<file path="src/rtl/wb_rr_arbiter.sv">
// Pipelined Wishbone N-master arbiter with a per-transaction timeout watchdog.
// Define WB_ARB_FIXED_PRIO_EN for fixed priority (lowest index wins); round-robin otherwise.
module wb_rr_arbiter #(
  parameter int NM      = 4,
  parameter int AW      = 28,
  parameter int DW      = 8,
  parameter int TIMEOUT = 10
) (
  input  logic                 i_clk,
  input  logic                 i_reset,
  input  logic [NM-1:0]        i_m_cyc,
  input  logic [NM-1:0]        i_m_stb,
  input  logic [NM-1:0]        i_m_we,
  input  logic [NM*AW-1:0]     i_m_adr,
  input  logic [NM*DW-1:0]     i_m_dat,
  input  logic [NM*DW/8-1:0]   i_m_sel,
  output logic [NM-1:0]        o_m_stall,
  output logic [NM-1:0]        o_m_ack,
  output logic [NM-1:0]        o_m_err,
  output logic [DW-1:0]        o_m_data,
  output logic                 o_cyc,
  output logic                 o_stb,
  output logic                 o_we,
  output logic [AW-1:0]        o_adr,
  output logic [DW-1:0]        o_dat,
  output logic [DW/8-1:0]      o_sel,
  input  logic                 i_stall,
  input  logic                 i_ack,
  input  logic                 i_err,
  input  logic [DW-1:0]        i_data,
  output logic [NM-1:0]        o_grant,
  output logic                 o_timeout
);

  localparam int IW = $clog2(NM);
  localparam int SW = DW / 8;

  logic [IW-1:0] owner, last, pick, cand;
  logic          granted, abort, hit, own_cyc;
  logic [7:0]    tcnt;
  logic [NM-1:0] lockout, req, own_mask;

  // A master aborted by the watchdog stays masked until it drops cyc once.
  assign req = i_m_cyc & ~lockout;

  always_comb begin
    hit  = 1'b0;
    pick = '0;
    cand = '0;
    for (int unsigned i = 0; i < NM; i++) begin
`ifdef WB_ARB_FIXED_PRIO_EN
      cand = IW'(i);
`else
      cand = IW'((32'(last) + 1 + i) % NM);
`endif
      if (!hit && req[cand]) begin
        hit  = 1'b1;
        pick = cand;
      end
    end
  end

  always_comb begin
    own_mask = '0;
    for (int unsigned k = 0; k < NM; k++) begin
      if (IW'(k) == owner) own_mask[k] = 1'b1;
    end
  end

  assign own_cyc   = i_m_cyc[owner];
  assign o_cyc     = granted & own_cyc & ~abort;
  assign o_stb     = o_cyc & i_m_stb[owner];
  assign o_we      = o_cyc & i_m_we[owner];
  assign o_adr     = o_cyc ? i_m_adr[int'(owner)*AW +: AW] : '0;
  assign o_dat     = o_cyc ? i_m_dat[int'(owner)*DW +: DW] : '0;
  assign o_sel     = o_cyc ? i_m_sel[int'(owner)*SW +: SW] : '0;
  assign o_m_data  = i_data;
  assign o_grant   = granted ? own_mask : '0;
  assign o_timeout = abort;

  always_comb begin
    o_m_stall = '1;
    o_m_ack   = '0;
    o_m_err   = '0;
    if (o_cyc) begin
      o_m_stall = ~own_mask | (own_mask & {NM{i_stall}});
      o_m_ack   = own_mask & {NM{i_ack}};
      o_m_err   = own_mask & {NM{i_err}};
    end
    if (abort) o_m_err = o_m_err | own_mask;
  end

  always_ff @(posedge i_clk) begin
    if (i_reset) begin
      granted <= 1'b0;
      abort   <= 1'b0;
      tcnt    <= '0;
      last    <= IW'(NM - 1);
      owner   <= '0;
      lockout <= '0;
    end else begin
      lockout <= (lockout | (abort ? own_mask : '0)) & i_m_cyc;
      if (abort) begin
        granted <= 1'b0;
        abort   <= 1'b0;
        tcnt    <= '0;
      end else begin
        if (!granted || !own_cyc) begin
          granted <= hit;
          if (hit) begin
            owner <= pick;
            last  <= pick;
          end
        end
        if (!o_cyc || i_ack || i_err)
          tcnt <= '0;
        else if (tcnt < 8'(TIMEOUT))
          tcnt <= tcnt + 8'd1;
        // A response in the last allowed cycle wins over the abort.
        abort <= o_cyc & ~(i_ack | i_err) & (tcnt == 8'(TIMEOUT - 1));
      end
    end
  end

endmodule

</file>
<file path="config.mk">
export PLATFORM = sky130hd
export DESIGN_NAME = wb_rr_arbiter
export DESIGN_NICKNAME = d
export VERILOG_FILES = /design/src/rtl/wb_rr_arbiter.sv
export SDC_FILE = /design/constraint.sdc
export NUM_CORES = 1
export LEC_CHECK = 0
export BUFFER_PORTS_ARGS = -buffer_cell sky130_fd_sc_hd__clkbuf_2
export CAP_MARGIN = 20
export CORE_AREA = 2 2 92 94
export CTS_BUF_LIST = sky130_fd_sc_hd__clkbuf_8
export CTS_CLUSTER_SIZE = 40
export DETAILED_ROUTE_END_ITERATION = 12
export DIE_AREA = 0 0 94 96
export PLACE_DENSITY = 0.63
export SYNTH_ARGS = -nofsm -noshare
export SYNTH_HDL_FRONTEND = slang
export SYNTH_SLANG_ARGS = --single-unit
</file>
<file path="constraint.sdc">
create_clock -name i_clk -period 3.4 [get_ports i_clk]
set_input_delay 0.34 -clock i_clk [delete_from_list [all_inputs] [get_ports i_clk]]
set_output_delay 0.34 -clock i_clk [all_outputs]
set_load 0.01 [all_outputs]
</file>
==> reports/summary.md <==
The run finished with clean final reports. On the worst path, the slowest cell contributes a delay of 0.40 ns. For this run the aggregate overflow at the end of global routing stands at 0. The max-slew violation count was 0.

The first TritonRoute pass finished after 4 iterations. On the critical path the largest part of the delay comes from simple AND/OR/NAND/NOR gates. The share of the core filled with cells in the final layout is 0.418, and the number of antenna violations at the first check in global routing is 0. The core region is 8050 um2. The hold buffer count at CTS is 0, and the slack of the critical path is 0.885 ns. Based on the critical path, the design can be clocked at up to 398 MHz. In this run the static leakage power is 1.67 nW.

The worst setup path is captured at a primary output. The logs give 93 for the number of DRC violations after detailed-routing iteration 0 and 0.00146 ns for the final setup skew. Setup total negative slack on the finished layout was measured at 0 ns. Number of buffers created by CTS: 3. Clock tree synthesis selected as its root buffer the cell clkbuf_8.

The tree built by TritonCTS fans out to 18 sinks. The most used flip-flop cell after synthesis is dfxtp_1. The register clock-pin slew on the reported worst setup and hold paths came out at 0.07 ns.

The first global-routing pass estimated 12.7 mm of wire. The run gives 1.16 ns as the placement-stage worst setup slack. The number of port buffers works out to 221. Summed over all layers, the routed wires come to 8.79 mm.

The tools report the net switching power as 0.320 mW. The tools report the sequential share of the synthesized area as 0.165. The net count of the mapped netlist is 394, and the transition time at the pin with the least slew margin is 0.580 ns.

The via count of the first global-routing pass is 2540, and the worst-path maximum fanout is 41. The Yosys step of the flow raised 0 warnings. The tools report the total power of the final layout as 0.921 mW.

The number of register bits inferred by synthesis was 18. Setup repair after global routing left no endpoint under its margin. The minimum period implied by the final worst setup slack is 2.52 ns, and the area share of the largest cell type after synthesis is 0.403. The detailed placement HPWL was 7.34 mm. Traced cell by cell, the critical path runs through nand2_1 > o22ai_2 > nor2b_2 > buf_4 > nand2_1 > nor3_1 > clkbuf_2. The worst-case IR drop observed on VDD is 232 uV. The final cycle utilization of the critical path came out at 0.740. In the post-synthesis netlist, the biggest area contributors are mux4_2 40%, dfxtp_1 17%, and2_1 11%, nand2_1 3.1%, buf_4 2.8%. Category of the most critical setup path: register to primary output.

For this run, design rule violations remaining after detail routing come to 0. Synthesis instantiated 36 different standard cells from the library. The run gives 2599 as the via count of the routed design.

The synthesized netlist occupies a cell area of 2180 um2. The critical path data arrival time was 2.18 ns; the vertical die dimension was 96 um. Power spread over the standard cell area amounts to 273 nW/um2. The most repeated library cell on the critical path was nand2_1. The internal power of the cells totals 0.602 mW.

The nature of the critical path startpoint is a register. For the initial cell density of the core, the log shows 0.271. The floorplan has 33 rows.

The die is 94 um wide. The path class of the tightest hold or removal check is input pin to register. In this run, synthesis inferred 0 flip-flops with an integrated enable. The post-synthesis cell count was 219. In the final routed layout, each cell accounts on average for 16.7 um.

Max-cap violations in this run came to 0. The critical-path cell with the highest stage delay was dfxtp_2. The critical path buffer and inverter count is 2, and the total routing usage reported by global routing is 0.180. Once detail routing completed, the nets flagged for antenna violations numbered 0. Layout overhead on the synthesized area: 54.5%. Number of setup buffers added after CTS: 0. Worst slew slack as a fraction of its limit: 0.609. The share of cells above drive strength 1 is 0.652. Fraction of power consumed by combinational cells: 0.556. Setup violations remaining at the end of the flow were counted as 0. The run gives 598 as the count of nets after finishing. The sequential cell fraction of total power was 0.250; the clock network fraction of total power was 0.195.

Entering global routing, the biggest net connects 46 pins. The fraction of power spent switching nets is 0.347, and the cell area reported after detailed placement is 3310 um2. 238 I/O pins were placed. The maximum buffer depth of the clock tree was 2.

The tools report the number of gates resized after CTS as 0. The tools report the clock insertion delay at the later pin of the skew report as 0.26 ns. The run gives 1 as the maximum level of the CTS H-tree. TritonCTS built the clock tree.

At the end of routability-driven placement, the weighted congestion stood at 0.809. The fraction of registers with async set or reset after synthesis works out to 0. The run gives 0 as the antenna diode instance count. mux4_2 takes more of the synthesized area than any other cell.

The floorplan step defined a die boundary enclosing 9020 um2. Once layout is done, the placed cells without fillers occupy 3370 um2. The average size of a mapped cell was 9.96 um2. The count of final hold-check violations is 0, and the required time at the endpoint of the critical path is 3.06 ns.

Using the TritonRoute via totals, the vias-per-cell ratio works out to 4.93.
[flip-flops by register name (all words and copies together) (netlist names)]
name / count
granted: 1
last: 2
lockout: 4
owner: 2
tcnt: 8
o_timeout: 1
[power by group through the flow]
stage	Sequential [mW]	Combinational (mW)	Clock (mW)
floorplan	0.228	0.328	0
global placement	0.234	0.508	0
detailed placement	0.234	0.515	0
CTS	0.230	0.519	0.187
global route	0.231	0.560	0.194
finish	0.230	0.512	0.179
[layer usage]
layer  global-route usage  share of wire  wire length [um]  vias up
met5                    0              0                 0        -
met4               0.0278         0.0050                44        0
met3               0.0415          0.079               695        6
met2                0.317           0.51              4450      137
met1                0.229           0.41              3600     1236
li1                     -              -                 -     1220
[metrics by stage]
stage	std cells	hold slack (ns)
floorplan	219	0.467
finish	527	0.347
CTS	527	0.345
detailed placement	523	0.483
global placement	523	0.481
global route	527	0.360
[path summary, 6_finish.rpt]
kind / start / to / slack (ns) / depth (start not counted)
worst min-delay path: i_m_cyc[2] / lockout[2] / 0.35 / 2
worst max-delay path: owner[1] / o_m_ack[0] / 0.88 / 7
worst min register to register: tcnt[4] / tcnt[4] / 0.49 / 1
worst max register to register: owner[0] / owner[1] / 1.58 / 5
[cell families after synthesis]
family | count (synthesis) | share of synthesized area
xor+xnor | 1 | 0.00402
simple gates | 105 | 0.268
fa+ha+maj | 2 | 0.0115
compound gates | 23 | 0.0694
flops | 18 | 0.165
buf+inv | 29 | 0.0700
mux | 41 | 0.412
[Yosys cell counts, types with 2 or more instances]
master,count
nand2_1,18
nor4_1,4
nand2b_1,4
a21oi_1,10
ha_1,2
buf_2,5
and3_1,4
and2_1,39
inv_1,3
mux4_2,39
or3_4,2
mux2i_1,2
nor2_1,15
clkbuf_1,11
nor3_1,4
o21ai_0,3
buf_4,8
nor3b_1,4
nor2b_1,8
dfxtp_1,18
[cell usage in the layout, fill, tap and decap left out, types with 2 or more instances in the layout]
master	count
and2_1	39
or3_4	2
a21oi_1	10
nor3_1	4
nand2b_1	4
dfxtp_1	16
mux4_2	39
nor2_1	15
nor3b_1	4
o21ai_0	3
clkbuf_2	221
nor2b_1	7
inv_1	3
and3_1	4
nand2_1	18
mux2i_1	2
ha_1	2
nor4_1	4
clkbuf_8	4
buf_4	4
[cell type report]
cell class	instances	area (um2)
well taps	105	131
fillers	825	4680
flip-flops and latches	18	365
clock buffers	4	55.1
repair buffers	225	1140
multi-input cells	172	1670
inverters	3	11.3
Note: power is estimated with default switching activity, not from simulation.
